<file path="src/rtl/vga_pkg.sv">
// rtl/vga_pkg.sv - shared types and constants for the VGA pixel back end
package vga_pkg;

  localparam int PIPE_LAT = 3;

  typedef enum logic [1:0] {
    ITEM_NONE   = 2'd0,
    ITEM_DOT    = 2'd1,
    ITEM_PELLET = 2'd2,
    ITEM_RSVD   = 2'd3
  } item_code_e;

  localparam logic [3:0] CHAR_PACMAN = 4'd0;
  localparam logic [3:0] CHAR_BLINKY = 4'd1;
  localparam logic [3:0] CHAR_PINKY  = 4'd2;
  localparam logic [3:0] CHAR_INKY   = 4'd3;
  localparam logic [3:0] CHAR_CLYDE  = 4'd4;

  typedef struct packed {
    logic [7:0] r;
    logic [7:0] g;
    logic [7:0] b;
  } pixel_rgb_t;

  typedef enum logic [1:0] {
    PAL_BLACK,
    PAL_INDEX,
    PAL_FRIGHT_BLUE,
    PAL_FRIGHT_WHITE
  } pal_class_e;

  localparam pixel_rgb_t RGB_BLACK    = 24'h000000;
  localparam pixel_rgb_t FRIGHT_BLUE  = 24'h2121de;
  localparam pixel_rgb_t FRIGHT_WHITE = 24'hdedeff;

  // Entries 13..15 are unused and stay black.
  function automatic pixel_rgb_t pal_lookup(input logic [3:0] idx);
    case (idx)
      4'd1:    return 24'hff0000;
      4'd2:    return 24'hffb8ff;
      4'd3:    return 24'h00ffff;
      4'd4:    return 24'hffb852;
      4'd5:    return 24'hffff00;
      4'd6:    return 24'h2121ff;
      4'd7:    return 24'hffb897;
      4'd8:    return 24'hffffff;
      4'd9:    return 24'h47b8ff;
      4'd10:   return 24'h00ff00;
      4'd11:   return 24'hde9751;
      4'd12:   return 24'h21ffde;
      default: return RGB_BLACK;
    endcase
  endfunction

endpackage

</file>
<file path="src/rtl/vga_palette_lut.sv">
// rtl/vga_palette_lut.sv - colour index plus class to 24-bit RGB
module vga_palette_lut
  import vga_pkg::*;
#(
  parameter int CIDX_W = 4
) (
  input  logic [CIDX_W-1:0] idx,
  input  pal_class_e        cls,
  output pixel_rgb_t        rgb
);

  logic [3:0] idx_lo;
  logic       idx_hi;

  assign idx_lo = idx[3:0];
  assign idx_hi = 32'(idx) > 32'd15;

  always_comb begin
    rgb = RGB_BLACK;
    case (cls)
      PAL_INDEX:        rgb = idx_hi ? RGB_BLACK : pal_lookup(idx_lo);
      PAL_FRIGHT_BLUE:  rgb = FRIGHT_BLUE;
      PAL_FRIGHT_WHITE: rgb = FRIGHT_WHITE;
      default:          rgb = RGB_BLACK;
    endcase
  end

endmodule

</file>
<file path="src/rtl/vga_pixel_compositor.sv">
// rtl/vga_pixel_compositor.sv - three-stage layer compositor from ROM indices to DAC RGB
module vga_pixel_compositor
  import vga_pkg::*;
#(
  parameter int BLINK_FRAMES = 16,
  parameter int CIDX_W       = 4
) (
  input  logic              i_clk,
  input  logic              i_rst,
  input  logic              i_show_en,
  input  logic              i_hsync,
  input  logic              i_vsync,
  input  logic              i_frame_start,
  input  logic [1:0]        i_mem_select,
  input  logic [7:0]        i_address_map,
  input  logic [1:0]        i_address_item,
  input  logic [3:0]        i_which_char,
  input  logic [5:0]        i_tile_offset,
  input  logic [7:0]        i_char_offset,
  input  logic              i_fright,
  input  logic              i_fright_flash,
  output logic [13:0]       o_tile_rom_addr,
  input  logic [CIDX_W-1:0] i_tile_rom_data,
  output logic [7:0]        o_item_rom_addr,
  input  logic [CIDX_W-1:0] i_item_rom_data,
  output logic [11:0]       o_char_rom_addr,
  input  logic [CIDX_W-1:0] i_char_rom_data,
  output logic [7:0]        o_r,
  output logic [7:0]        o_g,
  output logic [7:0]        o_b,
  output logic              o_hsync,
  output logic              o_vsync,
  output logic              o_blank
);

  logic                s1_show, s2_show;
  logic [1:0]          s1_sel, s2_sel;
  logic [1:0]          s1_item, s2_item;
  logic [3:0]          s1_wc, s2_wc;
  logic                s1_fright, s2_fright;
  logic                s1_flash, s2_flash;
  logic [PIPE_LAT-1:0] hs_dly, vs_dly;

  logic [4:0]          blink_cnt;
  logic                blink_phase;

  logic                char_hit, item_hit, ghost;
  pal_class_e          res_cls;
  logic [CIDX_W-1:0]   res_idx;
  logic                res_blank;
  pixel_rgb_t          res_rgb;

  // S1 registers the ROM addresses; S2 carries sideband while the ROMs answer.
  always_ff @(posedge i_clk or posedge i_rst) begin
    if (i_rst) begin
      s1_show         <= 1'b0;
      s1_sel          <= '0;
      s1_item         <= '0;
      s1_wc           <= '0;
      s1_fright       <= 1'b0;
      s1_flash        <= 1'b0;
      o_tile_rom_addr <= '0;
      o_item_rom_addr <= '0;
      o_char_rom_addr <= '0;
      s2_show         <= 1'b0;
      s2_sel          <= '0;
      s2_item         <= '0;
      s2_wc           <= '0;
      s2_fright       <= 1'b0;
      s2_flash        <= 1'b0;
    end else begin
      s1_show         <= i_show_en;
      s1_sel          <= i_mem_select;
      s1_item         <= i_address_item;
      s1_wc           <= i_which_char;
      s1_fright       <= i_fright;
      s1_flash        <= i_fright_flash;
      o_tile_rom_addr <= {i_address_map, i_tile_offset};
      o_item_rom_addr <= {i_address_item, i_tile_offset};
      o_char_rom_addr <= {i_which_char, i_char_offset};
      s2_show         <= s1_show;
      s2_sel          <= s1_sel;
      s2_item         <= s1_item;
      s2_wc           <= s1_wc;
      s2_fright       <= s1_fright;
      s2_flash        <= s1_flash;
    end
  end

  always_ff @(posedge i_clk or posedge i_rst) begin
    if (i_rst) begin
      hs_dly <= '1;
      vs_dly <= '1;
    end else begin
      hs_dly <= {hs_dly[PIPE_LAT-2:0], i_hsync};
      vs_dly <= {vs_dly[PIPE_LAT-2:0], i_vsync};
    end
  end

  assign o_hsync = hs_dly[PIPE_LAT-1];
  assign o_vsync = vs_dly[PIPE_LAT-1];

  always_ff @(posedge i_clk or posedge i_rst) begin
    if (i_rst) begin
      blink_cnt   <= '0;
      blink_phase <= 1'b0;
    end else if (i_frame_start) begin
      if (blink_cnt == 5'(BLINK_FRAMES - 1)) begin
        blink_cnt   <= '0;
        blink_phase <= ~blink_phase;
      end else begin
        blink_cnt <= blink_cnt + 5'd1;
      end
    end
  end

  always_comb begin
    char_hit  = s2_sel[1] && (i_char_rom_data != '0) && (s2_wc <= CHAR_CLYDE);
    ghost     = s2_wc != CHAR_PACMAN;
    item_hit  = s2_sel[0] && (i_item_rom_data != '0) &&
                ((s2_item == ITEM_DOT) || (s2_item == ITEM_PELLET && !blink_phase));
    res_cls   = PAL_BLACK;
    res_idx   = '0;
    res_blank = 1'b0;
    if (!s2_show || s2_sel == 2'b00) begin
      res_blank = 1'b1;
    end else if (char_hit) begin
      if (ghost && s2_fright)
        res_cls = (s2_flash && blink_phase) ? PAL_FRIGHT_WHITE : PAL_FRIGHT_BLUE;
      else begin
        res_cls = PAL_INDEX;
        res_idx = i_char_rom_data;
      end
    end else if (item_hit) begin
      res_cls = PAL_INDEX;
      res_idx = i_item_rom_data;
    end else if (s2_sel[0]) begin
      res_cls = PAL_INDEX;
      res_idx = i_tile_rom_data;
    end
  end

  vga_palette_lut #(.CIDX_W(CIDX_W)) u_palette (
    .idx (res_idx),
    .cls (res_cls),
    .rgb (res_rgb)
  );

  always_ff @(posedge i_clk or posedge i_rst) begin
    if (i_rst) begin
      o_r     <= '0;
      o_g     <= '0;
      o_b     <= '0;
      o_blank <= 1'b1;
    end else begin
      o_r     <= res_rgb.r;
      o_g     <= res_rgb.g;
      o_b     <= res_rgb.b;
      o_blank <= res_blank;
    end
  end

endmodule

</file>
<file path="config.mk">
export PLATFORM = sky130hd
export DESIGN_NAME = vga_pixel_compositor
export DESIGN_NICKNAME = d
export VERILOG_FILES = /design/src/rtl/vga_pkg.sv /design/src/rtl/vga_palette_lut.sv /design/src/rtl/vga_pixel_compositor.sv
export SDC_FILE = /design/constraint.sdc
export NUM_CORES = 1
export LEC_CHECK = 0
export CORE_UTILIZATION = 43
export CTS_CLUSTER_SIZE = 20
export DETAILED_ROUTE_END_ITERATION = 6
export PLACE_DENSITY = 0.79
export SKIP_CTS_REPAIR_TIMING = 1
export SLEW_MARGIN = 5
export SYNTH_ARGS = -nofsm -noshare
export SYNTH_HDL_FRONTEND = slang
export SYNTH_SLANG_ARGS = --single-unit
</file>
<file path="constraint.sdc">
create_clock -name i_clk -period 3.3 [get_ports i_clk]
set_input_delay 0.66 -clock i_clk [delete_from_list [all_inputs] [get_ports i_clk]]
set_output_delay 0.66 -clock i_clk [all_outputs]
set_load 0.02 [all_outputs]
</file>
# Yosys cells after proc, flatten, opt, wreduce, memory -nomap -nowiden
# Memory sizes are Yosys's and may differ from the RTL's.
# Index checks and enable logic that the tools add are counted.
totals:
  regBits: 93
  mem_bits_ro: 384
  in_bits: 50
  out_inout_bits: 61
  elab_cells: 63
  mem_count: 1
mem_list:
  columns: ["name", "words", "width", "read_ports", "rd_ports_with_merged_regs", "wr", "line", "rtl"]
  rows:
  - ["(name not given)", 16, 24, 1, 0, 0, "vga_pkg.sv:38", "case (idx)"]
op_classes:
  n_addsub: 1
  magnitude_cmp: 1
  eq_ne: 6
  n_mux: 14
  bitwise: 1
  reduce_logical: 16
ops:
  columns: ["operator", "count"]
  rows:
  - ["$pmux W24 S3", 1]
  - ["$mux W4", 5]
  - ["$reduce_bool A4 Y1", 3]
  - ["$logic_and A1 B1 Y1", 7]
  - ["$eq A2 B2 Y1 const B", 3]
  - ["$mux W2", 3]
  - ["$add A5 B1 Y5 const B", 1]
  - ["$eq A5 B4 Y1 const B", 1]
  - ["$mux W5", 1]
  - ["$eq A2 B1 Y1 const B", 2]
  - ["$le A4 B3 Y1 const B", 1]
  - ["$mux W1", 4]
  - ["$logic_not A1 Y1", 2]
  - ["$logic_not A2 Y1", 1]
  - ["$logic_or A1 B1 Y1", 2]
  - ["$reduce_and A2 Y1", 1]
  - ["$not A1 Y1", 1]

# Logic depth before layout (Yosys ltp)
# Gate-level depths: netlist (run 1).
logic_depth:
  ltp_word: 9
  depth_mapped: 10

# Hierarchy
# Synthesis (run 1) repeated with hierarchy kept, for this count alone.
hier_totals:
  hier_cells: 226
  area_unflattened_um2: 3025.4
modules_own_cells:
  columns: ["module", "n_inst", "cells_per_inst", "area_per_inst_um2", "seq_area_each_um2"]
  rows:
  - ["vga_pixel_compositor", 1, 133, 2421.1, 2035.7]
  - ["vga_palette_lut", 1, 93, 604.3, 0.0]

# Worst setup path after synthesis (run 1)
# OpenSTA, ideal clock, no wires.
synth_path:
  path_type: "input to register"
  from: "input i_char_rom_data[0]"
  to: "register o_r[4]"
  setup_time_ns: 0.072
  t_arrival_ns: 2.704
  required_time_ns: 3.228
  slack_ns: 0.524
  path_stages: 9
  path_buffers: 1
  cell_sequence: "nor4_1 -> and4bb_4 -> buf_6 -> a221oi_2 -> inv_1 -> ha_1 -> xnor2_1 -> o221a_2 -> nor2_1"
synth_between:
  elab_chain_len: 7
  word_cells_on_any_way: 13
  classes_between: "eq/ne (3); mux (6); reduce/logical (3); memory (1)"
synth_lines:
  columns: ["element", "line", "rtl"]
  rows:
  - ["from (decl)", "vga_pixel_compositor.sv:27", "input logic [CIDX_W-1:0] i_char_rom_data,"]
  - ["$reduce_bool A4 Y1", "vga_pixel_compositor.sv:118", "char_hit = s2_sel[1] && (i_char_rom_data != '0) && (s2_wc <= CHAR_CLYDE);"]
  - ["$logic_and A1 B1 Y1 (2 in a row)", "vga_pixel_compositor.sv:118", null]
  - ["$mux W4 or $mux W2 (tied branches)", "vga_pixel_compositor.sv:127", "end else if (char_hit) begin"]
  - ["$mux W4 or $mux W2 (tied branches)", "vga_pixel_compositor.sv:125", "if (!s2_show || s2_sel == 2'b00) begin"]
  - ["$mem_v2 Z16 W24 (tied with other cells)", null, null]
  - ["$pmux W24 S3 *", "vga_palette_lut.sv:20", "case (cls)"]
  - ["to (signal assigned)", "vga_pixel_compositor.sv:156", "o_r <= res_rgb.r;"]
  - ["to (decl)", "vga_pixel_compositor.sv:28", "output logic [7:0] o_r,"]
# Mark *: on every way between the ends. The rest lies on a longest branch, timed or not.
# A chain may end at the register's enable or synchronous reset.

==> results of run 1 <==
registers in the layout, summed over array words and instances (netlist names), 2 cells and up:
signal	flops
blink_cnt	5
hs_dly	3
o_b	7
o_char_rom_addr	9
o_g	6
o_item_rom_addr	7
o_r	4
o_tile_rom_addr	8
s1_sel	2
s1_wc	3
s2_item	2
s2_sel	2
s2_wc	4
vs_dly	3
power by group:
group          total [mW]  internal [mW]  switching [mW]
logic               0.480          0.239           0.241
registers            1.04          0.992          0.0519
clock network       0.813          0.457           0.357
total                2.34           1.69           0.649
kinds of logic (layout without fill, tap and decap cells):
logic type / Yosys count / in the layout / share of synthesized area
AO/OA/AOI/OAI: 62 / 62 / 0.157
XOR/XNOR: 3 / 3 / 0.00918
adder cells (fa/ha/maj): 8 / 8 / 0.0350
buffers and inverters: 27 / 147 / 0.0573
flip-flops: 74 / 74 / 0.650
multiplexers: 2 / 2 / 0.00743
AND/OR/NAND/NOR: 52 / 52 / 0.0844
layout by cell type, fill, tap and decap left out, types with 3 or more instances in the layout:
cell / n
nor2_1: 14
clkdlybuf4s50_1: 110
o22ai_1: 3
a31oi_1: 6
xnor2_1: 3
a21oi_1: 10
a221o_1: 3
o21ai_0: 16
nand3_1: 4
dfstp_2: 7
clkbuf_8: 10
a221oi_2: 3
ha_1: 8
inv_1: 5
o211ai_1: 4
buf_4: 14
dfrtp_1: 67
nand2_1: 26
a21boi_0: 3
worst min path at each step:
| stage | start | end | slack, ps | depth (start not counted) |
|---|---|---|---|---|
| floorplan | s1_flash$_DFF_PP0_ | s2_flash$_DFF_PP0_ | 330 | 0 |
| global placement | s1_show$_DFF_PP0_ | s2_show$_DFF_PP0_ | 330 | 0 |
| detailed placement | s1_flash$_DFF_PP0_ | s2_flash$_DFF_PP0_ | 340 | 0 |
| CTS | s1_show$_DFF_PP0_ | s2_show$_DFF_PP0_ | 360 | 0 |
| global route | s1_show$_DFF_PP0_ | s2_show$_DFF_PP0_ | 360 | 0 |
| finish | s1_show$_DFF_PP0_ | s2_show$_DFF_PP0_ | 350 | 0 |
per-stage QoR:
stage	cells	util	setup WS, ps	instance area [µm²]
after detailed placement	409	0.633	80.3	4040
after floorplan	228	-	524	2860
after global routing	425	0.670	281	4280
final	425	0.670	395	4280
after global placement	409	0.633	149	4040
after CTS	425	0.670	430	4280
layout make-up:
cell class                      instances  area [µm²]
Fill cell                             480        2110
Sequential cell                        74        1860
Timing Repair Buffer                  125        1230
Multi-Input combinational cell        127         837
Clock buffer                           10         138
Clock inverter                          6        96.3
Tap cell                               77        96.3
Inverter                                6        22.5
routing by layer:
| layer | global-route usage | part of all wire |
|---|---|---|
| met5 | 0 | 0 |
| met4 | 0.0955 | 0.025 |
| met3 | 0.0791 | 0.076 |
| met2 | 0.316 | 0.51 |
| met1 | 0.207 | 0.39 |
worst register-to-register path: stages, from the launching register on:
cell and delay [ps]:
dfrtp_1 400, o21ai_0 180, and4bb_4 360, a31oi_1 70, a221o_1 480, ha_1 420, xnor2_1 160, o221a_2 240
nor2_1 90
==> summary.md, run 1 <==
The run finished with clean final reports. The commonest cells after synthesis are dfrtp_1 (67), nand2_1 (26), o21ai_0 (16). In this run the worst hold path is classified as reg2reg. The critical path crosses 10 cells after its start point. The floorplan row count is 29. The logs give 41 for the number of different library cells in the post-synthesis netlist and 0 for the global-route congestion overflow total. Synthesis produced a netlist whose cell count is 228. Worst slew margin relative to its limit: 0.585. The critical path is of the in2reg type.

The per-instance average area after synthesis works out to 12.6 µm². The core outline area came out at 6390 µm². At the end of routability-driven placement, the weighted congestion stood at 0.905. Counting along the longest clock path gives a buffer depth of 2. Data on the critical path arrives at its endpoint at 3190 ps. In this design, the stage delay of the slowest critical-path cell is 450 ps. The detailed placement HPWL was 4730 µm. The per-cell via count in the routed design is 5.15.

Grouping stages by cell kind, the critical path spends the most delay in compound AO/OA/AOI/OAI gates. The die covers 6980 µm². The tools report the root buffer selected by CTS as clkbuf_8.

The tools report the number of global-route vias before repair as 2,215. Setup repair after global routing left no endpoint under its margin. The critical path's slowest cell is clkdlybuf4s50_1. Leakage power summed over all cells: 1.82 nW. For the detailed-route wire length, the log shows 6360 µm. After synthesis, the cell types taking the most area are dfrtp_1 (59%), dfstp_2 (6.4%), ha_1 (3.5%). Summed over all failing endpoints, the final setup total negative slack is 0 ps.

After clock tree synthesis, the clock-pin slew on the worst setup and hold paths is 80 ps. Synthesis inferred 74 register bits. The worst register-to-register path ends at o_r[4]$_DFF_PP0_.

For the total number of yosys warnings, the log shows 0. The worst setup path is captured at a flip-flop. The number of synthesized flops with an enable pin is 0, and the horizontal die dimension is 83.6 µm.

The worst register-to-register path begins at s2_wc[1]$_DFF_PP0_. The net count of the finished layout is 401. In this run the worst path has a maximum fanout of 11.

Clock tree synthesis inserted a total of 9 buffers. At the worst endpoint, the required time is 3580 ps. The maximum clock skew at final layout is 8.26 ps. The run gives 0.424 mV as the peak supply drop. The most numerous cell in the Yosys netlist was dfrtp_1. The total number of vias was 2,190; the number of port buffers was 110. During I/O placement, the number of pins put on the boundary was 111.

Relative to the synthesized area, the layout overhead comes to 49.5%. The share of final-layout standard cells stronger than drive strength 1 is 0.149. Cell type with the largest total area after synthesis: dfrtp_1.

In this run the power density over the cells is 546 nW/µm². Across the run, the number of max-cap violations was 0. The number of remaining DRC errors came out at 0. The repair_antennas step left the layout with diodes totalling 0.

Top flip-flop cell by instance count after synthesis: dfrtp_1. The number of nets in the synthesized netlist is 286. The period utilization works out to 0.880. The first detailed-routing pass ran for 4 iterations.

The detail route stage leaves a number of antenna-violating nets equal to 0. The total global routing track utilization is 0.189, and the total clock sinks is 74. The initial antenna violation count was 0; the worst path buffer plus inverter count was 2. The clock reaches the later pin of the worst-skew pair after 360 ps. The hold violation total from the final report was 0; the final-layout worst hold slack was 353 ps. The logs give 3 for the deepest level of the CTS H-tree and 344 MHz for the fmax. TritonCTS built the clock tree. For the global-route wire length before repair, the log shows 10,100 µm.

The critical path goes through clkdlybuf4s50_1 > nor4_1 > and4bb_4 > a31oi_1 > a221o_1 > inv_1 > ha_1 > o21ai_0 > o22ai_1 > a21oi_1. Sequential cell area fraction in the yosys report: 0.650. The async set-reset flop share out of synthesis was 1.00; the DRC violation total after the first TritonRoute iteration was 85. The power after layout came out at 2.34 mW. The average wire per standard cell was 15.0 µm; the setup slack of the most critical reg-to-reg path was 820 ps. The transition at the pin with the smallest max-transition slack was 622 ps; the final-report setup violation count was 0. The run gives 0.448 as the starting utilization of the core area. The origin of the worst setup path was i_char_rom_data[0].

The floorplan step set the die height to 83.6 µm. The number of max-slew violations in the final report is 0. The worst setup path is launched from an input port. Post-synthesis cell area: 2860 µm². Following the worst setup path forward leads to its endpoint at o_g[3]$_DFF_PP0_. The number of cells on the worst reg-to-reg path is 8.

After layout, the minimum clock period comes to 2910 ps. Entering global routing, the biggest net connects 46 pins. Share of the synthesized area in the top cell type: 0.586.
Power figures use the tool's default switching activity.
==> run 2: changes to the inputs <==
--- a/config.mk
+++ b/config.mk
@@ -10,7 +10,6 @@
 export DETAILED_ROUTE_END_ITERATION = 6
 export PLACE_DENSITY = 0.79
 export SKIP_CTS_REPAIR_TIMING = 1
-export SLEW_MARGIN = 5
 export SYNTH_ARGS = -nofsm -noshare
 export SYNTH_HDL_FRONTEND = slang
 export SYNTH_SLANG_ARGS = --single-unit
==> results of run 2 <==
Final layout, timing and power as in run 1 (identical DEF).
==> run 3: changes to the inputs <==
--- a/config.mk
+++ b/config.mk
@@ -5,6 +5,7 @@
 export SDC_FILE = /design/constraint.sdc
 export NUM_CORES = 1
 export LEC_CHECK = 0
+export CORE_MARGIN = 2
 export CORE_UTILIZATION = 43
 export CTS_CLUSTER_SIZE = 20
 export DETAILED_ROUTE_END_ITERATION = 6
==> run 3 against run 2 <==
Against the previous run: via count up 1.5%; setup slack lost 49 ps; final cell count grew 1.2%; critical path type unchanged; die area is 4.8% higher; sequential share of layout area decreased by 0.25 points; critical path depth unchanged; routed wire length is 1.1% higher; first-iteration DRC count down 7.1%; total power is 3.6% lower; non-clock buffer count is 5 higher; final area up 0.59%.
==> summary.md, run 3 (synthesis results as in run 1) <==
The worst hold-check path type is reg2reg (unchanged). For the area of the die, the log shows 7320 µm² (was 6980 µm²). Number of global-route vias before repair: 2,330 (was 2,215). The critical path startpoint category is an input port (unchanged). The category of the critical setup timing path was in2reg (unchanged). The final core utilization is 0.674 (was 0.670).

For the number of clock buffers inserted by TritonCTS, the log shows 9 (unchanged). The run gives 74 (unchanged) as the total clock sinks. The clock latency of the later-clocked register in the worst-skew pair came out at 350 ps (was 360 ps).

The final antenna-violating net count was 0 (unchanged). The tools report the global-route wire length before repair as 10,700 µm (was 10,100 µm). The run gives 0 (unchanged) as the count of maximum capacitance violations. The logs give 0.382 mV (was 0.424 mV) for the peak supply drop and 4 (unchanged) for the number of optimization iterations in the first detailed-route pass. The final antenna diode count came out at 0 (unchanged). Total global routing track utilization: 0.191 (was 0.189). The transition at the pin with the smallest max-transition slack is 546 ps (was 622 ps), and the maximum number of pins on one net before global-route repair is 49 (was 46).

The period utilization came out at 0.895 (was 0.880). The per-cell via count in the routed design came out at 5.17 (was 5.15). TritonCTS built the clock tree.

The average wire per standard cell is 14.9 µm (was 15.0 µm), and the total number of vias is 2,222 (was 2,190). The DRC violation total after the first TritonRoute iteration is 79 (was 85). The floorplan row count is 29 (unchanged). The flip-flop count of the largest register after layout was 9 (unchanged); the initial antenna violation count was 0 (unchanged). The height of the die is 85.6 µm (was 83.6 µm), and the power per cell area is 524 nW/µm² (was 546 nW/µm²). The highest fanout seen on the critical path was 10 (was 11). The tools report the hold violation total from the final report as 0 (unchanged). The tools report the worst slew margin relative to its limit as 0.635 (was 0.585). The logs give 111 (unchanged) for the count of boundary I/O pins and 4090 µm² (was 4040 µm²) for the area of placed instances. The arrival time reported for the critical path endpoint was 3230 ps (was 3190 ps); the maximum clock skew at final layout was 8.22 ps (was 8.26 ps). Largest registers in the final layout: o_char_rom_addr: 9 flops, o_tile_rom_addr: 8 flops (unchanged). The starting utilization of the core area is 0.448 (unchanged). The number of buffers on the longest clock path is 2 (unchanged). The run gives 6390 µm² (unchanged) as the core outline area. Number of remaining DRC errors: 0 (unchanged). Setup repair after global routing left no endpoint under its margin. The setup slack after placement was -53.6 ps (was 80.3 ps); the layout overhead on the synthesized area was 50.3% (was 49.5%).

The accumulated negative setup slack is 0 ps (unchanged). The fmax was 338 MHz (was 344 MHz); the number of max-slew violations in the final report was 0 (unchanged). The leading cell type in the layout, fill and taps excluded is clkdlybuf4s50_1 (unchanged). The tools report the leakage power summed over all cells as 1.84 nW (was 1.82 nW). The share of final-layout standard cells stronger than drive strength 1 is 0.164 (was 0.149), and the global placement routability congestion is 0.939 (was 0.905). The flow ran to the end, and the final reports show no timing, DRC or antenna violations. The clock slew seen by the registers of the worst setup and hold paths was 80 ps (about the same); the number of filler cells placed in the layout was 493 (was 480). Top library cells by usage in the layout, fill and taps aside: clkdlybuf4s50_1 (110), dfrtp_1 (67), nand2_1 (26) (unchanged). The final-report setup violation count was 0 (unchanged); the global-route congestion overflow total was 0 (unchanged). The shortest clock period the worst path allows after layout is 2950 ps (was 2910 ps). The design area was 4300 µm² (was 4280 µm²); the detailed placement HPWL was 4890 µm (was 4730 µm). The detailed-route wire length is 6420 µm (was 6360 µm). The tools report the deepest level of the CTS H-tree as 3 (unchanged).

The power after layout is 2.25 mW (was 2.34 mW), and the final worst slack is 345 ps (was 395 ps). The largest register by flop count is o_char_rom_addr (unchanged). The number of port buffers was 110 (unchanged).

Root buffer selected by CTS: clkbuf_8 (unchanged). Critical path required time: 3570 ps (was 3580 ps). Endpoint kind of the worst setup timing path: a flip-flop (unchanged). Total number of nets in the final design: 406 (was 401). The horizontal die dimension is 85.6 µm (was 83.6 µm).
run 3: changes by cell type in the layout (fill, tap and decap cells not counted), sizes merged:
cell / before / now
clkbuf: 10 / 9
bufinv: 2 / 1
buf: 15 / 20
clkinv: 0 / 2
run 3: cell type report:
class                           count  area [µm²]  share of cell area
Clock buffer                        9         124              0.0288
Clock inverter                      7        83.8              0.0195
Inverter                            6        22.5             0.00524
Multi-Input combinational cell    127         838               0.195
Sequential cell                    74        1860               0.433
Tap cell                           77        96.3              0.0224
Timing Repair Buffer              130        1280               0.297
run 3: metrics by stage:
step | instances | hold WS (ps)
floorplan | 228 | 331
CTS | 430 | 354
global route | 430 | 363
global placement | 414 | 332
finish | 430 | 352
detailed placement | 414 | 335
run 3: worst paths after layout:
path,from,endpoint,slack [ps],cells past startpoint
max in group asynchronous,i_rst,o_blank$_DFF_PP1_,1940,3
min reg2reg,s1_sel[1]$_DFF_PP0_,s2_sel[1]$_DFF_PP0_,350,0
min,s1_sel[1]$_DFF_PP0_,s2_sel[1]$_DFF_PP0_,350,0
max,i_char_rom_data[3],o_r[0]$_DFF_PP0_,350,10
min in group asynchronous,i_rst,o_tile_rom_addr[11]$_DFF_PP0_,670,2
max reg2reg,s2_wc[1]$_DFF_PP0_,o_r[0]$_DFF_PP0_,850,8
run 3: power by group:
| part | switching [mW] | total, mW | internal (mW) |
|---|---|---|---|
| clock | 0.356 | 0.718 | 0.362 |
| sequential | 0.0527 | 1.04 | 0.992 |
| combinational | 0.244 | 0.490 | 0.246 |
run 3: layer usage:
layer | track usage | wire (µm) | share of wire | vias up
met5 | 0 | 0 | 0 | -
met2 | 0.322 | 3260 | 0.51 | 111
met3 | 0.0645 | 559 | 0.087 | 15
met4 | 0.0981 | 133 | 0.021 | 0
li1 | - | - | - | 1030
met1 | 0.216 | 2470 | 0.38 | 1066
run 3: critical path, stage by stage:
cell	delay, ps
clkdlybuf4s50_1	490
nor4_1	60
buf_4	140
and4bb_4	390
buf_4	150
a31oi_1	60
a221o_1	520
buf_4	210
or3_4	390
a31oi_2	160
